==> src/rtl/udp2srio_segmenter.sv <==
// udp2srio_segmenter: cuts UDP frames into SRIO NWRITE segments in a circular window.
// Optional frame/segment/error counters: define UDP2SRIO_STATS_EN.
module udp2srio_segmenter #(
    parameter int DATA_W = 64,
    parameter int SEG_BYTES = 256,
    parameter int ADDR_W = 34,
    parameter logic [ADDR_W-1:0] BASE_ADDR = '0,
    parameter int ADDR_SPAN = 65536,
    localparam int KEEP_W = DATA_W / 8,
    localparam int LW = $clog2(SEG_BYTES),
    localparam int OW = $clog2(ADDR_SPAN)
) (
    input  logic              clk_srio,
    input  logic              reset_srio,
    input  logic [DATA_W-1:0] udp_data_in,
    input  logic              udp_valid_in,
    input  logic              udp_first_in,
    input  logic [KEEP_W-1:0] udp_keep_in,
    input  logic              udp_last_in,
    input  logic [15:0]       udp_length_in,
    output logic              udp_ready_out,
    output logic              nwr_req_out,
    input  logic              nwr_ack_in,
    output logic [ADDR_W-1:0] srio_addr_out,
    output logic [LW-1:0]     srio_length_out,
    output logic [DATA_W-1:0] srio_data_out,
    output logic              srio_valid_out,
    output logic              srio_first_out,
    output logic [KEEP_W-1:0] srio_keep_out,
    output logic              srio_last_out,
    input  logic              srio_ready_in,
    input  logic              err_clr_in,
`ifdef UDP2SRIO_STATS_EN
    output logic [31:0]       stat_frames_out,
    output logic [31:0]       stat_segs_out,
    output logic [15:0]       stat_errs_out,
`endif
    output logic              err_out
);

    typedef enum logic [1:0] {IDLE, REQ, DATA, DRAIN} state_t;

    localparam logic [LW:0]   SEG_MAX = (LW+1)'(SEG_BYTES);
    localparam logic [LW:0]   ONE = (LW+1)'(1);
    localparam logic [LW+1:0] KSTEP = (LW+2)'(KEEP_W);
    localparam logic [LW+1:0] KMASK = (LW+2)'(KEEP_W - 1);

    state_t          state, state_nx;
    logic [16:0]     remain, remain_nx;
    logic [LW:0]     seg_len, seg_len_nx;
    logic [OW-1:0]   offset, offset_nx;
    logic [LW+1:0]   cnt, cnt_nx;
    logic            err_evt;

    logic            acc;
    logic [LW+1:0]   cnt_inc;
    logic            full;
    logic            seg_hit;
    logic            seg_end;
    logic [16:0]     remain_sub;
    logic [LW+1:0]   seg_round;

    function automatic logic [LW:0] seg_of(input logic [16:0] r);
        if (r > 17'(SEG_BYTES)) return SEG_MAX;
        return r[LW:0];
    endfunction

    assign acc        = (state == DATA) && udp_valid_in && srio_ready_in;
    assign cnt_inc    = cnt + KSTEP;
    assign full       = cnt_inc >= (LW+2)'(seg_len);
    assign seg_hit    = full || udp_last_in;
    assign seg_end    = acc && seg_hit;
    assign remain_sub = remain - 17'(seg_len);
    // segments occupy whole beats of address space
    assign seg_round  = ((LW+2)'(seg_len) + KMASK) & ~KMASK;

    always_ff @(posedge clk_srio or posedge reset_srio) begin
        if (reset_srio) begin
            state   <= IDLE;
            remain  <= '0;
            seg_len <= '0;
            offset  <= '0;
            cnt     <= '0;
            err_out <= 1'b0;
        end else begin
            state   <= state_nx;
            remain  <= remain_nx;
            seg_len <= seg_len_nx;
            offset  <= offset_nx;
            cnt     <= cnt_nx;
            err_out <= err_evt | (err_out & ~err_clr_in);
        end
    end

    always_comb begin
        state_nx   = state;
        remain_nx  = remain;
        seg_len_nx = seg_len;
        offset_nx  = offset;
        cnt_nx     = cnt;
        err_evt    = 1'b0;
        unique case (state)
            IDLE: begin
                if (udp_valid_in && udp_first_in) begin
                    remain_nx  = {1'b0, udp_length_in};
                    seg_len_nx = seg_of({1'b0, udp_length_in});
                    cnt_nx     = '0;
                    if (udp_length_in == 16'd0) begin
                        err_evt  = 1'b1;
                        state_nx = DRAIN;
                    end else begin
                        state_nx = REQ;
                    end
                end
            end
            REQ: begin
                if (nwr_ack_in) state_nx = DATA;
            end
            DATA: begin
                if (acc) begin
                    cnt_nx = cnt_inc;
                    if (seg_hit) begin
                        cnt_nx     = '0;
                        remain_nx  = remain_sub;
                        offset_nx  = offset + OW'(seg_round);
                        seg_len_nx = seg_of(remain_sub);
                        if (udp_last_in) begin
                            err_evt  = !full || (remain_sub != 17'd0);
                            state_nx = IDLE;
                        end else if (remain_sub != 17'd0) begin
                            state_nx = REQ;
                        end else begin
                            err_evt  = 1'b1;
                            state_nx = DRAIN;
                        end
                    end
                end
            end
            DRAIN: begin
                if (udp_valid_in && udp_last_in) state_nx = IDLE;
            end
            default: state_nx = IDLE;
        endcase
    end

    assign srio_addr_out = BASE_ADDR + ADDR_W'(offset);

    always_comb begin
        udp_ready_out   = 1'b0;
        nwr_req_out     = 1'b0;
        srio_length_out = '0;
        srio_data_out   = '0;
        srio_keep_out   = '0;
        srio_valid_out  = 1'b0;
        srio_first_out  = 1'b0;
        srio_last_out   = 1'b0;
        unique case (state)
            IDLE: ;
            REQ: begin
                nwr_req_out     = 1'b1;
                srio_length_out = LW'(seg_len - ONE);
            end
            DATA: begin
                udp_ready_out  = srio_ready_in;
                srio_valid_out = udp_valid_in;
                srio_data_out  = udp_data_in;
                srio_keep_out  = udp_keep_in;
                srio_first_out = udp_valid_in && (cnt == '0);
                srio_last_out  = udp_valid_in && seg_hit;
            end
            DRAIN: udp_ready_out = 1'b1;
            default: ;
        endcase
    end

`ifdef UDP2SRIO_STATS_EN
    logic frame_done;

    assign frame_done = (seg_end && udp_last_in) ||
                        ((state == DRAIN) && udp_valid_in && udp_last_in);

    always_ff @(posedge clk_srio or posedge reset_srio) begin
        if (reset_srio) begin
            stat_frames_out <= '0;
            stat_segs_out   <= '0;
            stat_errs_out   <= '0;
        end else begin
            if (frame_done) stat_frames_out <= stat_frames_out + 32'd1;
            if (seg_end) stat_segs_out <= stat_segs_out + 32'd1;
            if (err_evt) stat_errs_out <= stat_errs_out + 16'd1;
        end
    end
`endif

endmodule

==> config.mk <==
export PLATFORM = sky130hd
export DESIGN_NAME = udp2srio_segmenter
export DESIGN_NICKNAME = d
export VERILOG_FILES = /design/src/rtl/udp2srio_segmenter.sv
export SDC_FILE = /design/constraint.sdc
export NUM_CORES = 1
export LEC_CHECK = 0
export ABC_CLOCK_PERIOD_IN_PS = 4200
export CAP_MARGIN = 0
export CORE_ASPECT_RATIO = 0.6
export CORE_MARGIN = 2
export CORE_UTILIZATION = 30
export DETAILED_ROUTE_END_ITERATION = 10
export GPL_ROUTABILITY_DRIVEN = 0
export GPL_TIMING_DRIVEN = 0
export PLACE_DENSITY_LB_ADDON = 0.08
export SYNTH_ARGS = -nofsm -noshare
export SYNTH_HDL_FRONTEND = slang
export SYNTH_SLANG_ARGS = --single-unit
==> constraint.sdc <==
create_clock -name clk_srio -period 4.2 [get_ports clk_srio]
set_input_delay 0.63 -clock clk_srio [delete_from_list [all_inputs] [get_ports clk_srio]]
set_output_delay 0.63 -clock clk_srio [all_outputs]
set_load 0.1 [all_outputs]
==> impl_metrics.toml, run 1 <==
[timing]
setup_viol = 0
tightestPinTransition_ns = 1.26
rsz0062_at_grt = "false"
fmax_ghz = 0.254
timing.final.crit_share = 0.936
fin_skew_ns = 0.00617
fin_setup_tns_ns = 0
final.setup.worst_slack_ns = 0.269
finalHoldViolCount = 0
drv_slew = 0
final.min_clock_period_ns = 3.93
slew_headroom = 0.158

[detailed_routing]
wl_met3_mm = 1.29
highest_layer = "met4"
drtIter0Drc = 392
drtAntennaViolNets = 0
wl_mm = 15.9
via_per_inst = 4.99
vias = 4911
drtPass1Iterations = 5
routedWlPerCell_microns = 16.2
drt-met1-wl_mm = 7.77
route.met2.wl_mm = 6.78
post-route-drc-count = 0

[critical_path]
critPathArrivalTime_ns = 3.30
crit_fanout = 10
end_kind = "output port"
criticalPathCategory = "register to output port"
critPathLaunchType = "register"
worstPathRequired_ns = 3.57

[clock_tree]
cts.path.max_buffers = 2
clkTransAtPathRegs_ns = 0.07
cts_root_buf = "clkbuf_16"
htreeDepth = 2
cts_tree = "done"
post-cts-setup-buffer-count = 0
cts_buffers = 5
cts_sinks = 49
insertion_delay_ns = 0.30

[floorplan]
initial_core_util = 0.309
fp.coreArea_sq_um = 14600
dieHeight_microns = 99.0
ios = 216
num_rows = 34
die-width_microns = 162
die_area_sq_um = 16100

[placed_design]
pre_cts_ws_ns = 0.388
port_buffers = 194
dp_hpwl_mm = 13.2

[yosys]
synthFlopType = "dfrtp_1"
ys_types = 72
synth_edf_count = 0
synthArstFlopShare = 1.00
ys_seq_area_frac = 0.272
ys_warn_count = 0
ys_ff_latch = 49
synth_area_sq_um = 4510
syn_inst = 563
syn_area_per_cell_sq_um = 8.01

[global_routing]
grt_pass1_wl_mm = 24.7
grt_pass1_vias = 4607
grt_max_degree = 34
track_usage = 0.196
grt_antenna_before_repair = 0
overflow = 0

[hold_path]
hp-class = "register to register"

[final_layout]
nets = 908
diodes = 0
drive_gt1_frac = 0.0814
utilization = 0.480
syn_to_final_growth_pct = 55.3

[power]
power.density_nw_per_um2 = 888
p_leak_nw = 2.98
ir_drop_mv = 0.702

[run_status]
status = "finished clean"

[flow_run]
cap_violations = 0
-- final cells by class --
| class | count | area (sq um) |
|---|---|---|
| repair buffers | 195 | 1970 |
| plain buffers | 49 | 277 |
| well taps | 198 | 248 |
| clock inverters | 3 | 68.8 |
| fillers | 1444 | 7590 |
| inverters | 18 | 67.6 |
| flip-flops and latches | 49 | 1230 |
| multi-input cells | 467 | 3020 |
| clock buffers | 5 | 125 |
-- critical path, cell delays in order, from the launching register on --
cell and delay [ns]:
dfrtp_1 0.33, buf_2 0.19, nor2b_1 0.14, buf_2 0.21, clkbuf_1 0.47, clkbuf_1 0.32
and2_1 0.17, clkdlybuf4s50_1 1.15
-- timing repair --
| item | 4_1_cts | 5_1_grt |
|---|---|---|
| endpoints found under the setup margin | 0 | 3 |
| hold buffers | 0 | 0 |
| gates resized for setup | 0 | 3 |
-- worst paths after layout --
check	endpoint	cells past startpoint	slack (ns)	startpoint
worst max-delay path	srio_data_out[30]	7	0.27	state[1]$_DFFE_PP0P_
max in group asynchronous	seg_len[6]$_DFFE_PP0P_	3	3.02	reset_srio
worst min register to register	seg_len[8]$_DFFE_PP0P_	2	0.48	seg_len[8]$_DFFE_PP0P_
worst max register to register	remain[12]$_DFFE_PP0P_	12	0.91	cnt[3]$_DFFE_PP0P_
worst min-delay path	seg_len[8]$_DFFE_PP0P_	2	0.48	seg_len[8]$_DFFE_PP0P_
min in group asynchronous	remain[16]$_DFFE_PP0P_	2	0.65	reset_srio
-- cells by family after synthesis --
kind of cell	count (synthesis)	share of synthesized area
AND/OR/NAND/NOR	246	0.296
AO/OA/AOI/OAI	138	0.206
multiplexers	7	0.0166
adder cells (fa/ha/maj)	27	0.0782
flip-flops	49	0.272
other	1	0.000831
XOR/XNOR	28	0.0544
buffers and inverters	67	0.0763
-- flip-flops by register name, indices dropped and copies added, names as in the netlist --
signal,flops
seg_len,9
cnt,7
state,2
remain,17
offset,13
err_out,1
-- where the power goes --
part / switching [mW] / total, mW / internal [mW] / leakage [nW]
registers: 0.145 / 0.756 / 0.611 / 0.633
clock network: 0.205 / 0.549 / 0.344 / 0.0944
logic: 3.58 / 4.91 / 1.33 / 2.25
total: 3.93 / 6.22 / 2.29 / 2.98
-- cell usage in the layout, fill, tap and decap left out, drive strengths merged, types with 5 or more instances in the layout --
| master | instances |
|---|---|
| and2 | 75 |
| inv | 19 |
| a31oi | 8 |
| nand2 | 53 |
| a22o | 5 |
| nand2b | 5 |
| a21o | 8 |
| clkbuf | 21 |
| ha | 25 |
| clkdlybuf4s50 | 191 |
| nand3 | 14 |
| o21ai | 32 |
| nor3 | 12 |
| dfrtp | 49 |
| xnor2 | 18 |
| a211oi | 7 |
| a21oi | 42 |
| xor2 | 10 |
| conb | 21 |
| buf | 34 |
| nor2 | 45 |
| nand4 | 8 |
| nor4 | 12 |
-- through the flow --
step	instances	hold WS, ns	power, mW	instance area, sq um
floorplan	583	0.449	4.48	4590
global placement	975	0.466	5.59	6780
detailed placement	976	0.468	5.63	6800
CTS	984	0.486	6.21	7000
global route	984	0.499	6.54	7000
finish	984	0.483	6.22	7000
-- cells in the mapped netlist (all sizes together), types with 3 or more instances --
cell,instances,share of area
a2111oi,3,0.0072
clkbuf,16,0.013
ha,25,0.069
a22o,5,0.0097
nor2b,4,0.0055
dfrtp,49,0.27
o21ai,32,0.036
a31oi,8,0.011
nor4,12,0.020
xnor2,18,0.035
nor2,45,0.040
nor3,12,0.014
o31ai,3,0.0050
and2,75,0.10
a211oi,7,0.012
o21a,3,0.0050
nand4b,3,0.0072
or2,4,0.0055
mux2,4,0.010
o21bai,3,0.0075
o22ai,3,0.0042
and3,4,0.0055
xor2,10,0.019
buf,33,0.048
inv,18,0.015
nand3,14,0.016
mux2i,3,0.0067
nand2b,5,0.0069
nand4,8,0.011
o32ai,3,0.0058
nand2,53,0.044
a21o,8,0.015
a21oi,42,0.050
-- layer usage --
metal  vias up  GRT usage
met1      2310      0.299
met5         -          0
met4         0     0.0306
li1       2387          -
met2       205      0.287
met3         9     0.0408
No activity file was read; power rests on OpenSTA's default activity.
==> run 2: changes to the inputs <==
- CORE_ASPECT_RATIO: 0.6 -> default
- CTS_BUF_LIST: default -> sky130_fd_sc_hd__clkbuf_4 sky130_fd_sc_hd__clkbuf_8
==> run 2 against run 1 <==
Net effect:
- worst hold slack worse by 0.0049 ns
- combinational power is 1% lower
- global-route usage is 0.43 points lower
- largest cell class unchanged
- largest power group unchanged
==> impl_metrics.toml, run 2 (same netlist as run 1, synthesis figures left out) <==
[run_status]
status = "finished clean"

[final_layout]
final_common_cell = "clkdlybuf4s50_1"
largest_reg_flops = 17
final_cell_area_sq_um = 6950
drive_gt1_frac = 0.0814
mostFrequentLayoutCells = "clkdlybuf4s50_1 (162), and2_1 (75), nand2_1 (53), dfrtp_1 (49), nor2_1 (43)"
diodes = 0
syn_to_final_growth_pct = 54.2
top_register = "remain"
nets = 908
reg_top3 = "remain (17), offset (13), seg_len (9)"

[power]
pwr-share-comb = 0.819
sw_frac_of_total = 0.654
p_leak_nw = 3.39
p_seq_frac = 0.126
p_int_mw = 2.05
clkPwrFrac = 0.055
power.density_nw_per_um2 = 852
ir_drop_mv = 0.434
switchingPower_mw = 3.87

[critical_path]
regToRegStartpoint = "cnt[3]$_DFFE_PP0P_"
rrSetupSlack_ns = 0.89
end_kind = "output port"
crit_fanout = 10
r2r_cells = 11
r2r_end = "seg_len[7]$_DFFE_PP0P_"
criticalPathCategory = "register to output port"
critPathLaunchType = "register"
critPathArrivalTime_ns = 3.35
worstPathRequired_ns = 3.57

[hold_path]
hold_start = "offset[15]$_DFFE_PP0P_"
whs_path_depth = 1
min_to = "offset[15]$_DFFE_PP0P_"
hp-class = "register to register"

[floorplan]
die_area_sq_um = 16000
ios = 216
dieHeight_microns = 127
die-width_microns = 127
fp.coreArea_sq_um = 14600
num_rows = 44
initial_core_util = 0.309

[timing]
finalHoldViolCount = 0
rsz0062_at_grt = "false"
drv_slew = 0
setup_viol = 0
fin_setup_tns_ns = 0
slew_headroom = 0.308
whs_ns = 0.479
fmax_ghz = 0.251
timing.final.crit_share = 0.948
fin_skew_ns = 0.0126
tightestPinTransition_ns = 1.04
final.min_clock_period_ns = 3.98

[clock_tree]
post-cts-setup-buffer-count = 0
cts_sinks = 49
cts_buffers = 5
clkTransAtPathRegs_ns = 0.12
cts_resized = 1
cts_root_buf = "clkbuf_8"
htreeDepth = 2
cts.path.max_buffers = 2
cts_tree = "done"
insertion_delay_ns = 0.33
cts_hold_buf = 0

[detailed_routing]
drt-met1-wl_mm = 6.59
drtAntennaViolNets = 0
vias = 4839
routedWlPerCell_microns = 16.2
via_per_inst = 4.99
wl_mm = 15.7
drtPass1Iterations = 7
drtIter0Drc = 301
highest_layer = "met4"
wl_met3_microns = 672
post-route-drc-count = 0
route.met2.wl_mm = 8.22

[global_routing]
grt_antenna_before_repair = 0
grt_max_degree = 38
grt_pass1_wl_mm = 24.8
overflow = 0
grt_pass1_vias = 4898
track_usage = 0.192

[flow_run]
cap_violations = 0

[placed_design]
dpl_cell_area_sq_um = 6780
port_buffers = 194
dp_hpwl_mm = 12.8
## run 2: changes by cell type in the layout (fill, tap and decap cells not counted), sizes merged
| cell | change |
|---|---|
| clkdlybuf4s50 | -29 |
| dlymetal6s2s | +28 |
| bufinv | -2 |
| clkinvlp | +1 |
| dlygate4sd2 | +1 |
| inv | +1 |
## run 2: final cells by class
| class | count | area, sq um |
|---|---|---|
| multi-input combinational | 467 | 3020 |
| inverter | 18 | 67.6 |
| buffer | 49 | 277 |
| clock inverter | 3 | 25.0 |
| tap | 184 | 230 |
| fill | 1432 | 7630 |
| clock buffer | 5 | 68.8 |
| timing repair buffer | 195 | 2040 |
| sequential | 49 | 1230 |
## run 2: how the worst max path moves through the flow
stage                              start  slack [ns]                end
finish              state[1]$_DFFE_PP0P_        0.22  srio_data_out[48]
global route        state[1]$_DFFE_PP0P_     0.00006  srio_data_out[42]
CTS                 state[1]$_DFFE_PP0P_        0.09   srio_keep_out[6]
detailed placement    cnt[3]$_DFFE_PP0P_        0.33      srio_last_out
global placement      cnt[3]$_DFFE_PP0P_        0.34      srio_last_out
floorplan           state[1]$_DFFE_PP0P_        0.51     srio_first_out
## run 2: power groups by stage
stage          logic (mW)  registers (mW)  clock network (mW)
6_report             4.86           0.746               0.326
5_1_grt              5.16           0.775               0.355
3_3_place_gp         4.82           0.750                   0
4_1_cts              4.88           0.747               0.338
3_5_place_dp         4.86           0.757                   0
2_1_floorplan        3.51           0.966                   0
## run 2: per-stage QoR
step	setup WS, ns	total power [mW]	std cells	util
floorplan	0.512	4.48	583	-
global placement	0.339	5.57	961	0.464
detailed placement	0.331	5.61	962	0.465
CTS	0.0906	5.96	970	0.471
global route	0.0000608	6.29	970	0.477
finish	0.218	5.93	970	0.477
## run 2: critical path, cell delays in order, from the launching register on
cell and delay [ns]:
dfrtp_1 0.34, buf_2 0.19, nor2b_1 0.15, buf_2 0.24
clkbuf_1 0.48, clkbuf_1 0.30, and2_1 0.18, clkdlybuf4s50_1 1.14
## run 2: metal layers
layer  vias to the layer above  global-route usage
li1                       2394                   -
met1                      2279               0.233
met2                       148               0.353
met3                        18              0.0329
met4                         0              0.0401
met5                         -                   0
